<file path="src/rtl/bf_pkg.sv">
// Shared definitions for the bf_core_v2 Brainfuck execution core:
// opcode bytes, FSM state encoding and error status codes.
package bf_pkg;

  localparam logic [7:0] OP_INC_PTR = 8'h3E; // '>'
  localparam logic [7:0] OP_DEC_PTR = 8'h3C; // '<'
  localparam logic [7:0] OP_INC     = 8'h2B; // '+'
  localparam logic [7:0] OP_DEC     = 8'h2D; // '-'
  localparam logic [7:0] OP_OUT     = 8'h2E; // '.'
  localparam logic [7:0] OP_IN      = 8'h2C; // ','
  localparam logic [7:0] OP_LOOP    = 8'h5B; // '['
  localparam logic [7:0] OP_END     = 8'h5D; // ']'
  localparam logic [7:0] OP_HALT    = 8'h00;

  typedef enum logic [3:0] {
    FETCH, EXEC, WB, OUT_WAIT, IN_WAIT, SKIP_F, SKIP_S, HALT, ERROR
  } state_e;

  localparam logic [2:0] ERR_NONE           = 3'd0;
  localparam logic [2:0] ERR_STACK_OVERFLOW = 3'd1;
  localparam logic [2:0] ERR_UNMATCHED_END  = 3'd2;
  localparam logic [2:0] ERR_UNMATCHED_LOOP = 3'd3;
  localparam logic [2:0] ERR_DATA_BOUNDS    = 3'd4;

endpackage

</file>
<file path="src/rtl/bf_loop_stack.sv">
// Loop-return address stack for bf_core_v2.
// Ports: clk, reset (sync, active-high, empties the stack), push/pop strobes,
// push_val (return pc), top (most recent entry), full, empty.
// A push while full or a pop while empty is ignored.
module bf_loop_stack
  import bf_pkg::*;
#(
  parameter int STACK_DEPTH     = 8,
  parameter int PROG_ADDR_WIDTH = 8
) (
  input  logic                       clk,
  input  logic                       reset,
  input  logic                       push,
  input  logic                       pop,
  input  logic [PROG_ADDR_WIDTH-1:0] push_val,
  output logic [PROG_ADDR_WIDTH-1:0] top,
  output logic                       full,
  output logic                       empty
);

  localparam int PTR_W = $clog2(STACK_DEPTH);

  logic [PROG_ADDR_WIDTH-1:0] mem_q [STACK_DEPTH];
  logic [PTR_W:0]             cnt_q;
  logic [PTR_W-1:0]           top_idx;

  // At cnt=STACK_DEPTH the low bits are 0, so the decrement lands on the last slot.
  assign top_idx = cnt_q[PTR_W-1:0] - PTR_W'(1);
  assign top     = mem_q[top_idx];
  assign full    = (cnt_q == (PTR_W+1)'(STACK_DEPTH));
  assign empty   = (cnt_q == '0);

  always_ff @(posedge clk) begin
    if (reset) begin
      cnt_q <= '0;
    end else if (push && !full) begin
      cnt_q <= cnt_q + (PTR_W+1)'(1);
    end else if (pop && !empty) begin
      cnt_q <= cnt_q - (PTR_W+1)'(1);
    end
  end

  always_ff @(posedge clk) begin
    if (push && !full) begin
      mem_q[cnt_q[PTR_W-1:0]] <= push_val;
    end
  end

endmodule

</file>
<file path="src/rtl/bf_core_v2.sv">
// bf_core_v2: Brainfuck execution core with valid/ready stdio, forward skip
// for '[' on a zero cell, loop-stack overflow/underflow detection and
// halt/error status.
// Ports: clk, reset (sync, active-high), en (freeze when low);
//   prog_addr/prog_ren/prog_rval  - program ROM, 1-cycle read latency
//   data_addr/data_ren/data_wen/data_wval/data_rval - data RAM, 1-cycle read
//   out_data/out_valid/out_ready  - stdout channel
//   in_data/in_valid/in_ready     - stdin channel
//   halted (0x00 executed), error (0 none,1 overflow,2 ']' unmatched,
//   3 '[' unmatched, 4 data bounds).
// Build option: define BF_DATA_BOUNDS_EN to trap pointer moves past either
// end of data memory (error 4) instead of wrapping.
module bf_core_v2
  import bf_pkg::*;
#(
  parameter int DATA_ADDR_WIDTH = 8,
  parameter int DATA_WIDTH      = 8,
  parameter int PROG_ADDR_WIDTH = 8,
  parameter int STACK_DEPTH     = 8
) (
  input  logic                       clk,
  input  logic                       reset,
  input  logic                       en,
  output logic [PROG_ADDR_WIDTH-1:0] prog_addr,
  output logic                       prog_ren,
  input  logic [7:0]                 prog_rval,
  output logic [DATA_ADDR_WIDTH-1:0] data_addr,
  output logic                       data_ren,
  output logic                       data_wen,
  output logic [DATA_WIDTH-1:0]      data_wval,
  input  logic [DATA_WIDTH-1:0]      data_rval,
  output logic [7:0]                 out_data,
  output logic                       out_valid,
  input  logic                       out_ready,
  input  logic [7:0]                 in_data,
  input  logic                       in_valid,
  output logic                       in_ready,
  output logic                       halted,
  output logic [2:0]                 error
);

`ifdef BF_DATA_BOUNDS_EN
  localparam bit BOUNDS_EN = 1'b1;
`else
  localparam bit BOUNDS_EN = 1'b0;
`endif

  state_e                     state_q;
  logic [PROG_ADDR_WIDTH-1:0] pc_q;
  logic [DATA_ADDR_WIDTH-1:0] dp_q;
  logic [PROG_ADDR_WIDTH:0]   depth_q;
  logic                       prog_ren_q, data_ren_q, data_wen_q;
  logic [DATA_WIDTH-1:0]      data_wval_q;
  logic [7:0]                 out_data_q;
  logic                       out_valid_q, in_ready_q, halted_q;
  logic [2:0]                 error_q;

  logic [PROG_ADDR_WIDTH-1:0] pc_inc_d, stk_top;
  logic [DATA_ADDR_WIDTH-1:0] dp_inc_d, dp_dec_d;
  logic                       cell_zero, exec_now, stk_push, stk_pop, stk_full, stk_empty;

  assign pc_inc_d  = pc_q + PROG_ADDR_WIDTH'(1);
  assign dp_inc_d  = dp_q + DATA_ADDR_WIDTH'(1);
  assign dp_dec_d  = dp_q - DATA_ADDR_WIDTH'(1);
  assign cell_zero = (data_rval == '0);
  assign exec_now  = en && (state_q == EXEC);
  assign stk_push  = exec_now && (prog_rval == OP_LOOP) && !cell_zero && !stk_full;
  assign stk_pop   = exec_now && (prog_rval == OP_END) && cell_zero && !stk_empty;

  bf_loop_stack #(
    .STACK_DEPTH    (STACK_DEPTH),
    .PROG_ADDR_WIDTH(PROG_ADDR_WIDTH)
  ) u_stack (
    .clk     (clk),
    .reset   (reset),
    .push    (stk_push),
    .pop     (stk_pop),
    .push_val(pc_inc_d),
    .top     (stk_top),
    .full    (stk_full),
    .empty   (stk_empty)
  );

  // Every transition into FETCH (or SKIP_F) arms the read strobes in the same
  // edge, so the strobes are already high during that state. Only the FETCH
  // entered from reset has to arm them itself, costing one extra cycle.
  always_ff @(posedge clk) begin
    if (reset) begin
      state_q     <= FETCH;
      pc_q        <= '0;
      dp_q        <= '0;
      depth_q     <= '0;
      prog_ren_q  <= 1'b0;
      data_ren_q  <= 1'b0;
      data_wen_q  <= 1'b0;
      data_wval_q <= '0;
      out_data_q  <= '0;
      out_valid_q <= 1'b0;
      in_ready_q  <= 1'b0;
      halted_q    <= 1'b0;
      error_q     <= ERR_NONE;
    end else if (en) begin
      case (state_q)
        FETCH: begin
          if (prog_ren_q) begin
            prog_ren_q <= 1'b0;
            data_ren_q <= 1'b0;
            state_q    <= EXEC;
          end else begin
            prog_ren_q <= 1'b1;
            data_ren_q <= 1'b1;
          end
        end
        EXEC: begin
          case (prog_rval)
            OP_INC_PTR, OP_DEC_PTR: begin
              if (BOUNDS_EN && (prog_rval == OP_INC_PTR ? (dp_q == '1) : (dp_q == '0))) begin
                error_q <= ERR_DATA_BOUNDS;
                state_q <= ERROR;
              end else begin
                dp_q       <= (prog_rval == OP_INC_PTR) ? dp_inc_d : dp_dec_d;
                pc_q       <= pc_inc_d;
                prog_ren_q <= 1'b1;
                data_ren_q <= 1'b1;
                state_q    <= FETCH;
              end
            end
            OP_INC, OP_DEC: begin
              data_wval_q <= (prog_rval == OP_INC) ? data_rval + DATA_WIDTH'(1)
                                                   : data_rval - DATA_WIDTH'(1);
              data_wen_q  <= 1'b1;
              pc_q        <= pc_inc_d;
              state_q     <= WB;
            end
            OP_OUT: begin
              out_data_q  <= data_rval[7:0];
              out_valid_q <= 1'b1;
              state_q     <= OUT_WAIT;
            end
            OP_IN: begin
              in_ready_q <= 1'b1;
              state_q    <= IN_WAIT;
            end
            OP_LOOP: begin
              if (!cell_zero && stk_full) begin
                error_q <= ERR_STACK_OVERFLOW;
                state_q <= ERROR;
              end else if (!cell_zero) begin
                pc_q       <= pc_inc_d;
                prog_ren_q <= 1'b1;
                data_ren_q <= 1'b1;
                state_q    <= FETCH;
              end else begin
                depth_q    <= (PROG_ADDR_WIDTH+1)'(1);
                pc_q       <= pc_inc_d;
                prog_ren_q <= 1'b1;
                state_q    <= SKIP_F;
              end
            end
            OP_END: begin
              if (stk_empty) begin
                error_q <= ERR_UNMATCHED_END;
                state_q <= ERROR;
              end else begin
                // Nonzero cell jumps back to the first body instruction, keeping the entry.
                pc_q       <= cell_zero ? pc_inc_d : stk_top;
                prog_ren_q <= 1'b1;
                data_ren_q <= 1'b1;
                state_q    <= FETCH;
              end
            end
            OP_HALT: begin
              halted_q <= 1'b1;
              state_q  <= HALT;
            end
            default: begin
              pc_q       <= pc_inc_d;
              prog_ren_q <= 1'b1;
              data_ren_q <= 1'b1;
              state_q    <= FETCH;
            end
          endcase
        end
        WB: begin
          data_wen_q <= 1'b0;
          prog_ren_q <= 1'b1;
          data_ren_q <= 1'b1;
          state_q    <= FETCH;
        end
        OUT_WAIT: begin
          if (out_ready) begin
            out_valid_q <= 1'b0;
            pc_q        <= pc_inc_d;
            prog_ren_q  <= 1'b1;
            data_ren_q  <= 1'b1;
            state_q     <= FETCH;
          end
        end
        IN_WAIT: begin
          if (in_valid) begin
            in_ready_q  <= 1'b0;
            data_wval_q <= DATA_WIDTH'(in_data);
            data_wen_q  <= 1'b1;
            pc_q        <= pc_inc_d;
            state_q     <= WB;
          end
        end
        SKIP_F: begin
          prog_ren_q <= 1'b0;
          state_q    <= SKIP_S;
        end
        SKIP_S: begin
          if (prog_rval == OP_HALT) begin
            error_q <= ERR_UNMATCHED_LOOP;
            state_q <= ERROR;
          end else if (prog_rval == OP_END && depth_q == (PROG_ADDR_WIDTH+1)'(1)) begin
            pc_q       <= pc_inc_d;
            prog_ren_q <= 1'b1;
            data_ren_q <= 1'b1;
            state_q    <= FETCH;
          end else begin
            if (prog_rval == OP_LOOP) depth_q <= depth_q + (PROG_ADDR_WIDTH+1)'(1);
            if (prog_rval == OP_END)  depth_q <= depth_q - (PROG_ADDR_WIDTH+1)'(1);
            pc_q       <= pc_inc_d;
            prog_ren_q <= 1'b1;
            state_q    <= SKIP_F;
          end
        end
        HALT, ERROR: ;
        default: state_q <= ERROR;
      endcase
    end
  end

  assign prog_addr = pc_q;
  assign prog_ren  = prog_ren_q;
  assign data_addr = dp_q;
  assign data_ren  = data_ren_q;
  assign data_wen  = data_wen_q;
  assign data_wval = data_wval_q;
  assign out_data  = out_data_q;
  assign out_valid = out_valid_q;
  assign in_ready  = in_ready_q;
  assign halted    = halted_q;
  assign error     = error_q;

endmodule

</file>
<file path="config.mk">
export PLATFORM = sky130hd
export DESIGN_NAME = bf_core_v2
export DESIGN_NICKNAME = d
export VERILOG_FILES = /design/src/rtl/bf_pkg.sv /design/src/rtl/bf_loop_stack.sv /design/src/rtl/bf_core_v2.sv
export SDC_FILE = /design/constraint.sdc
export NUM_CORES = 1
export LEC_CHECK = 0
export ABC_CLOCK_PERIOD_IN_PS = 9150
export CAP_MARGIN = 40
export CORE_UTILIZATION = 30
export DETAILED_ROUTE_END_ITERATION = 8
export GPL_ROUTABILITY_DRIVEN = 1
export GPL_TIMING_DRIVEN = 1
export SETUP_SLACK_MARGIN = 0.3
export SLEW_MARGIN = 20
export SYNTH_ARGS = -nofsm -noshare
export SYNTH_HDL_FRONTEND = slang
export SYNTH_SLANG_ARGS = --single-unit
</file>
<file path="constraint.sdc">
create_clock -name clk -period 9.15 [get_ports clk]
set_clock_uncertainty 0.2 [all_clocks]
set_input_delay 1.3725 -clock clk [delete_from_list [all_inputs] [get_ports clk]]
set_output_delay 1.3725 -clock clk [all_outputs]
set_load 0.01 [all_outputs]
</file>
==> reports/results.ini, run 1 <==
[clock_network]
cts_resized=0
h-tree-depth=4
clockRootBuffer=clkbuf_16
clk_pin_slew_ps=60
cts_sinks=121
clockBufferDepth=2
hold_buffers=0
cts_tree=done
clk_latency_ps=420
post_cts.repair.setup_buffers=0
numCtsBuffers=17

[yosys]
synth_nets=634
synthCells=581
synth.distinct_cells=73
synth_top_family_by_area=simple AND/OR/NAND/NOR gates
synthArstFlopShare_pct=0
synth_xor_area_share_pct=3.605
yosys_warnings=0
synth_adder_area_share_pct=5.111
netlist_area_um2=6316
synth_edf_count=64
synth_compound_area_share_pct=13.45
muxShareOfSynthArea_pct=9.390
synth-simple-area-share_pct=16.80
avgSynthCellArea_um2=10.87
ys.flop_type=edfxtp_1
synth.ff_latch_count=121
seq_area_frac_synth_pct=48.49

[setup_path]
critPathArrivalTime_ps=4330
crit_required_ps=9080
cp-start-kind=primary input
cp-end-kind=register
crit_fanout=10
crit_type=primary input to register

[status]
status=finished, final reports clean

[worst_hold_path]
worstHoldPathType=register to register

[global_routing]
grt_usage_pct=14.85
antenna_found_initial=0
grt_max_degree=45
grt_pass1_wl_mm=24.70
first_global_vias=4636
overflow=0

[die]
io_pins=70
die_h_um=147.1
die_area_um2=21640
core-area_um2=20430
start_util_pct=30.92
row_count=52
die_x_um=147.1

[place]
post-place-cells=905
routabilityCongestion=0.8260
place_area_um2=7331
hpwl_mm=10.89
port_buffers=68

[route]
routedWlPerCell_um=16.37
drt-total-wl_mm=15.34
vias=4733
first_iter_violations=246
drc=0
viasPerCell=5.051
detail-route-antenna-nets=0
drtPass1Iterations=5

[timing]
finalSetupTns_ps=0
timing.final.crit_period_ps=4399
rsz0062_at_grt=no
maxSlewViolCount=0
worst_pin_slew_ps=769.5
period_share_pct=48.07
setup_violations=0
hold_viol=0
maxSlewHeadroom_pct=48.70
clock.fmax_mhz=227.3

[finish]
fin_cells=937
drive_gt1_share_pct=13.19
final_util_pct=38.55
final_area_um2=7876
antennaDiodeCount=0
synthToLayoutAreaGrowth_pct=24.70
final_nets=707

[run]
max-cap-violations=0

[power]
vdd_drop_max_mv=0.1582
power_density_nw_per_um2=178.6
leakage_nw=2.626

[flip-flops by register name (all words and copies together) (netlist names)]
register       flops
prog_addr          8
data_addr          8
data_wen           1
out_data           8
prog_ren           1
in_ready           1
data_ren           1
data_wval          8
out_valid          1
u_stack.mem_q     64
state_q            4
error              2
depth_q            9
u_stack.cnt_q      4
halted             1
[critical path, cell delays in order]
cell and delay (ps):
clkdlybuf4s50_1 520, nand4bb_1 520, nor2_1 330, nand4_2 360
or2_1 380, nor3_1 560, buf_2 280
[per-layer routing]
| layer | up-vias | wire length (um) | GRT usage (%) |
|---|---|---|---|
| li1 | 2348 | - | - |
| met1 | 2242 | 7151 | 18.95 |
| met2 | 119 | 7232 | 24.22 |
| met3 | 24 | 686 | 3.602 |
| met4 | 0 | 266 | 5.722 |
| met5 | - | 0 | 0 |
[cell usage in the layout (no fill, tap or decap), drive strengths merged, types with 6 or more instances in the layout]
cell,instances
a311oi,6
nor3,20
inv,25
buf,15
mux4,16
dfxtp,57
nand3,20
nand2b,7
clkdlybuf4s50,67
xnor2,14
or3,8
a21oi,42
nand2,28
clkbuf,18
a211oi,11
ha,21
nor2,67
mux2i,21
xor2,12
edfxtp,64
o21ai,24
nor4,10
[cells in the mapped netlist, drive strengths merged (3+ instances only)]
cell	number	area share, %
o21bai	5	0.59
o31ai	4	0.55
a311oi	6	0.93
a211o	4	0.55
a21o	4	0.48
and2	5	0.50
buf	9	0.83
nor2b	3	0.30
nand4	4	0.50
a211oi	11	1.3
nand2b	7	0.69
nor3	20	1.7
a31o	3	0.42
inv	19	1.1
nand3	20	1.7
nand2	28	1.7
clkbuf	19	1.1
xnor2	14	1.9
dfxtp	57	18
and4b	3	0.48
o21ai	24	1.9
ha	21	4.2
o211ai	4	0.48
o2111ai	5	0.69
edfxtp	64	30
nor2	67	4.1
mux4	16	5.7
xor2	12	1.7
nor3b	5	0.59
nor4	10	1.2
a21oi	42	3.4
fa	3	0.95
or3	8	0.79
mux2i	21	3.3
[path summary, 6_finish.rpt]
check	start	end	slack [ps]	cells past startpoint
worst max-delay path	prog_rval[5]	u_stack.mem_q[3][0]$_DFFE_PP_	4750	7
worst min-delay path	halted$_SDFFE_PP0P_	halted$_SDFFE_PP0P_	290	2
worst max register to register	state_q[0]$_SDFFE_PP0P_	u_stack.mem_q[3][0]$_DFFE_PP_	5520	6
worst min register to register	halted$_SDFFE_PP0P_	halted$_SDFFE_PP0P_	290	2
[metrics by stage]
| step | total power [mW] | worst slack (ps) | hold WS [ps] |
|---|---|---|---|
| 2_1_floorplan | 0.7393 | 5179 | 253.1 |
| 3_3_place_gp | 0.8039 | 4232 | 257.7 |
| 3_5_place_dp | 0.8063 | 4325 | 263.4 |
| 4_1_cts | 1.422 | 4750 | 289.8 |
| 5_1_grt | 1.469 | 4524 | 328.0 |
| 6_report | 1.407 | 4751 | 285.6 |
[area by class of cell]
| cell class | instances | area (um^2) |
|---|---|---|
| fill | 2020 | 12550 |
| clock inverter | 14 | 116.4 |
| timing repair buffer | 82 | 777.0 |
| clock buffer | 18 | 429.2 |
| tap | 270 | 337.8 |
| inverter | 19 | 71.32 |
| multi-input combinational | 413 | 3082 |
| sequential | 121 | 3063 |
[kinds of logic (layout without fill, tap and decap cells)]
kind of cell,after synthesis,in the layout
flip-flops,121,121
other,1,1
AO/OA/AOI/OAI,126,126
AND/OR/NAND/NOR,197,197
adder cells (fa/ha/maj),24,24
multiplexers,39,39
buffers and inverters,47,133
XOR/XNOR,26,26
[where the power goes]
group	leakage [nW]	switching, mW	internal [mW]
sequential	0.992	0.0292	0.586
combinational	1.37	0.104	0.0755
clock	0.262	0.259	0.352
total	2.63	0.393	1.01
(Power assumes the default switching activity.)
==> run 2: changes to the inputs <==
--- a/config.mk
+++ b/config.mk
@@ -5,7 +5,7 @@
 export SDC_FILE = /design/constraint.sdc
 export NUM_CORES = 1
 export LEC_CHECK = 0
-export ABC_CLOCK_PERIOD_IN_PS = 9150
+export ABC_CLOCK_PERIOD_IN_PS = 3800
 export CAP_MARGIN = 40
 export CORE_UTILIZATION = 30
 export DETAILED_ROUTE_END_ITERATION = 8
==> constraint.sdc (replaced) <==
create_clock -name clk -period 3.8 [get_ports clk]
set_clock_uncertainty 0.2 [all_clocks]
set_input_delay 0.57 -clock clk [delete_from_list [all_inputs] [get_ports clk]]
set_output_delay 0.57 -clock clk [all_outputs]
set_load 0.01 [all_outputs]
==> run 2 against run 1 <==
  * Wire length grew 1.8%
  * Global-route usage increased by 0.16 points
  * Hold slack got worse by 2.4 ps
  * Highest routed layer unchanged
==> reports/results.ini, run 2 (synthesis gave the netlist of run 1 again) <==
[setup_path]
rrSetupSlack_ps=760
crit_required_ps=3910
crit_fanout=5
r2r-start=state_q[0]$_SDFFE_PP0P_
critPathLaunch=prog_rval[5]
cp-start-kind=primary input
crit_type=primary input to register
r2r_cells=9
critPathArrivalTime_ps=3260
r2r-end=u_stack.cnt_q[3]$_SDFFE_PP0P_
cp-end-kind=register
crit_end=data_addr[7]$_SDFFE_PP0P_

[finish]
final_util_pct=39.47
regArea_um2=3063
final_cell_mix=67 x clkdlybuf4s50_1, 66 x nor2_1, 64 x edfxtp_1, 57 x dfxtp_1
synthToLayoutAreaGrowth_pct=27.67
drive_gt1_share_pct=16.43
largest_reg_flops=64
final_nets=734
fill_cells=2005
antennaDiodeCount=0
mostFrequentLayoutCell=clkdlybuf4s50_1
multi_input_area_um2=3077

[run]
max-cap-violations=0

[status]
status=finished, final reports clean

[clock_network]
clockBufferDepth=2
clockRootBuffer=clkbuf_16
clk_latency_ps=420
cts_resized=0
numCtsBuffers=17
cts_sinks=121
clk_pin_slew_ps=60
cts_tree=done
h-tree-depth=4

[worst_hold_path]
worstHoldPathType=register to register
hold_depth=2

[place]
place_worst_setup_slack_ps=31.74
port_buffers=68
hpwl_mm=11.07
routabilityCongestion=0.7859

[global_routing]
antenna_found_initial=0
grt_pass1_wl_mm=25.07
grt_max_degree=44
grt_usage_pct=15.01
first_global_vias=4807
overflow=0

[route]
detail-route-antenna-nets=0
vias=4812
drt-total-wl_mm=15.61
first_iter_violations=240
viasPerCell=4.992
drc=0
drtPass1Iterations=4
routedWlPerCell_um=16.19

[die]
io_pins=70
die_h_um=147.1
die_x_um=147.1
die_area_um2=21640
core-area_um2=20430
row_count=52
start_util_pct=30.92

[timing]
setup_violations=0
fin_ws_ps=647.7
maxSlewHeadroom_pct=49.93
period_share_pct=82.96
finalSetupTns_ps=0
clock.fmax_mhz=317.2
worst_pin_slew_ps=745.8
rsz0062_at_grt=no
hold_viol=0
maxSlewViolCount=0
timing.final.crit_period_ps=3152

[power]
vdd_drop_max_mv=0.3134
power_density_nw_per_um2=420.1
leakage_nw=2.747

==> run 2: worst min path at each step <==
stage,start,to,slack [ps]
2_1_floorplan,depth_q[8]$_SDFFE_PP0P_,depth_q[8]$_SDFFE_PP0P_,250
3_3_place_gp,halted$_SDFFE_PP0P_,halted$_SDFFE_PP0P_,250
3_5_place_dp,halted$_SDFFE_PP0P_,halted$_SDFFE_PP0P_,260
4_1_cts,halted$_SDFFE_PP0P_,halted$_SDFFE_PP0P_,280
5_1_grt,data_wval[3]$_SDFFE_PP0P_,data_wval[3]$_SDFFE_PP0P_,330
6_report,halted$_SDFFE_PP0P_,halted$_SDFFE_PP0P_,280
==> run 2: timing repair <==
item / 4_1_cts / 5_1_grt
hold buffers: 0 / 0
setup endpoints to repair: 0 / 1
buffers inserted: 0 / 4
hold endpoints to repair: 0 / 0
==> run 2: layout make-up <==
type | count | share of cell area [%]
Tap cell | 270 | 4.189
Sequential cell | 121 | 37.98
Inverter | 19 | 0.8844
Multi-Input combinational cell | 413 | 38.15
Timing Repair Buffer | 109 | 12.20
Clock buffer | 18 | 5.322
Clock inverter | 14 | 1.272
==> run 2: where the power goes <==
group / total [mW] / internal, mW / switching, mW
registers: 1.45 / 1.41 / 0.0418
logic: 0.488 / 0.204 / 0.284
clock network: 1.45 / 0.834 / 0.612
==> run 2: worst max-delay path, cell delays in order <==
cell	delay [ps]
clkdlybuf4s50_1	480
and4b_1	250
nand4_1	200
buf_4	210
ha_1	330
nand3_1	100
o2111ai_1	170
a21o_1	210
a21oi_1	170
mux2i_1	220
mux2_2	340
==> run 2: stage by stage <==
stage / cell area [um^2] / hold slack (ps) / std cells / total power [mW]
2_1_floorplan: 6316 / 253.1 / 581 / 1.780
3_3_place_gp: 7502 / 251.7 / 928 / 1.963
3_5_place_dp: 7502 / 260.3 / 928 / 1.966
4_1_cts: 8034 / 281.6 / 960 / 3.417
5_1_grt: 8064 / 334.4 / 964 / 3.539
6_report: 8064 / 283.2 / 964 / 3.388
==> run 2: per-layer routing <==
layer	vias up	global-route usage [%]	wire, um
met1	2276	18.52	7019
li1	2398	-	-
met3	18	4.472	837
met4	0	4.433	207
met2	120	25.24	7542
met5	-	0	0
==> run 3: changes to the inputs <==
--- a/config.mk
+++ b/config.mk
@@ -5,7 +5,7 @@
 export SDC_FILE = /design/constraint.sdc
 export NUM_CORES = 1
 export LEC_CHECK = 0
-export ABC_CLOCK_PERIOD_IN_PS = 3800
+export ABC_CLOCK_PERIOD_IN_PS = 2810
 export CAP_MARGIN = 40
 export CORE_UTILIZATION = 30
 export DETAILED_ROUTE_END_ITERATION = 8
==> constraint.sdc (replaced) <==
create_clock -name clk -period 2.81 [get_ports clk]
set_clock_uncertainty 0.2 [all_clocks]
set_input_delay 0.4215 -clock clk [delete_from_list [all_inputs] [get_ports clk]]
set_output_delay 0.4215 -clock clk [all_outputs]
set_load 0.01 [all_outputs]
==> run 3 against run 2 <==
  * Critical path depth decreased by 4
  * Clock power grew 46%
  * Non-clock buffer count grew 74
  * Utilization is 4.8 points higher
  * Combinational power up 64%
  * Largest cell class unchanged
  * Die area did not move
  * Highest routed layer unchanged
  * First-iteration DRC count is 24% higher
  * Wire length rose by 10%
  * Power increased by 43%
  * Count of clock-buffer cells in the layout is 1 lower
  * Global-route usage is 1.5 points higher
  * Sequential share of layout area down 4.1 points
==> reports/results.ini, run 3 (synthesis gave the netlist of run 1 again) <==
[setup_path]
crit_fanout=5
crit_type=register to register
crit_required_ps=2930
r2r_cells=7
critPathArrivalTime_ps=2610
cp-start-kind=register
cp-end-kind=register

[clock_network]
cts_sinks=121
clockBufferDepth=2
clockRootBuffer=clkbuf_16
clk_latency_ps=420
cts_tree=done
h-tree-depth=4
clk_pin_slew_ps=70
hold_buffers=0
numCtsBuffers=17

[global_routing]
grt_pass1_wl_mm=27.95
first_global_vias=5299
grt_usage_pct=16.51
grt_max_degree=44
overflow=0
antenna_found_initial=0

[run]
max-cap-violations=0

[power]
seq_power_share_pct=40.0
switchingPower_mw=1.408
p_total_mw=4.850
pwr-share-clk_pct=43.5
power_density_nw_per_um2=536.2
leakage_nw=3.196
vdd_drop_max_mv=0.4429
switching_share_pct=29.04
p_comb_share_pct=16.5
intPower_mw=3.441

[route]
drtPass1Iterations=7
routedWlPerCell_um=16.59
drt-total-wl_mm=17.22
detail-route-antenna-nets=0
vias=5264
first_iter_violations=297
drc=0
viasPerCell=5.071

[finish]
fin_cells=1038
regArea_um2=3065
synthToLayoutAreaGrowth_pct=43.21
antennaDiodeCount=0
largest_reg_flops=64
fill_cells=1879
final_cell_mix=107 x buf_4, 64 x edfxtp_1, 63 x nor2_1, 59 x clkdlybuf4s50_1, 55 x dfxtp_1
mostFrequentLayoutCell=buf_4
drive_gt1_share_pct=30.21
final_nets=808
multi_input_area_um2=3415

[place]
post-place-cells=998
port_buffers=68
routabilityCongestion=0.8496
hpwl_mm=12.42

[die]
core-area_um2=20430
die_x_um=147.1
die_area_um2=21640
die_h_um=147.1
start_util_pct=30.92
io_pins=70
row_count=52

[worst_hold_path]
hold_depth=2
worstHoldPathType=register to register

[status]
status=finished, final reports clean

[timing]
maxSlewViolCount=0
clock.fmax_mhz=400.5
maxSlewHeadroom_pct=52.73
setup_violations=0
finalSetupTns_ps=0
timing.final.crit_period_ps=2497
period_share_pct=88.86
rsz0062_at_grt=yes
worst_pin_slew_ps=704.0
hold_viol=0
whs_ps=286.1

==> run 3: cell count changes in the layout (fill, tap and decap cells not counted), sizes merged <==
cell,before,now
clkinv,7,2
clkdlybuf4s50,67,59
buf,42,116
clkinvlp,4,3
inv,22,29
clkdlybuf4s15,0,2
clkbuf,18,19
dlygate4sd2,0,4
==> run 3: final cells by class <==
| class | instances | area share [%] |
|---|---|---|
| clock buffer | 17 | 4.703 |
| tap | 270 | 3.735 |
| sequential | 121 | 33.89 |
| inverter | 19 | 0.7885 |
| timing repair buffer | 183 | 17.47 |
| clock inverter | 15 | 1.660 |
| multi-input combinational | 413 | 37.75 |
==> run 3: layer usage <==
metal	GRT usage, %	wire [um]	up-vias	part of all wire [%]
li1	-	-	2547	-
met1	20.35	7475	2561	43
met2	28.63	8849	138	51
met3	3.758	690	18	4.0
met4	4.845	201	0	1.2
met5	0	0	-	0
==> run 3: path summary, 6_finish.rpt <==
check | slack [ps] | from | endpoint
worst max register to register | 310 | state_q[2]$_SDFFE_PP0P_ | u_stack.cnt_q[2]$_SDFFE_PP0P_
worst min register to register | 290 | depth_q[8]$_SDFFE_PP0P_ | depth_q[8]$_SDFFE_PP0P_
worst min-delay path | 290 | depth_q[8]$_SDFFE_PP0P_ | depth_q[8]$_SDFFE_PP0P_
worst max-delay path | 310 | state_q[2]$_SDFFE_PP0P_ | u_stack.cnt_q[2]$_SDFFE_PP0P_
==> run 3: critical path, stage by stage (launching register included) <==
cell,delay (ps)
dfxtp_2,320
or4b_4,560
nor2_4,130
nand4_4,170
buf_4,200
fa_1,430
xnor2_1,140
a211oi_1,240
==> run 3: what timing repair did <==
item | 4_1_cts | 5_1_grt
setup endpoints to repair | 15 | 22
gates resized for setup | 28 | 22
setup buffers | 5 | 3
pin swaps | 11 | 10
endpoints found under the hold margin | 0 | 0
==> run 3: power by group through the flow <==
| stage | Sequential (mW) | Combinational, mW | Clock (mW) |
|---|---|---|---|
| after floorplan | 1.99 | 0.423 | 0 |
| after global placement | 1.98 | 0.745 | 0 |
| after detailed placement | 1.98 | 0.758 | 0 |
| after CTS | 1.94 | 0.781 | 2.15 |
| after global routing | 1.95 | 0.881 | 2.23 |
| final | 1.94 | 0.800 | 2.11 |
==> run 3: through the flow <==
stage	setup slack (ps)	area, um^2	utilization (%)
2_1_floorplan	-141.5	6482	-
3_3_place_gp	-389.4	8188	40.08
3_5_place_dp	-459.6	8188	40.08
4_1_cts	313.7	8925	43.69
5_1_grt	228.7	9045	44.27
6_report	313.1	9045	44.27
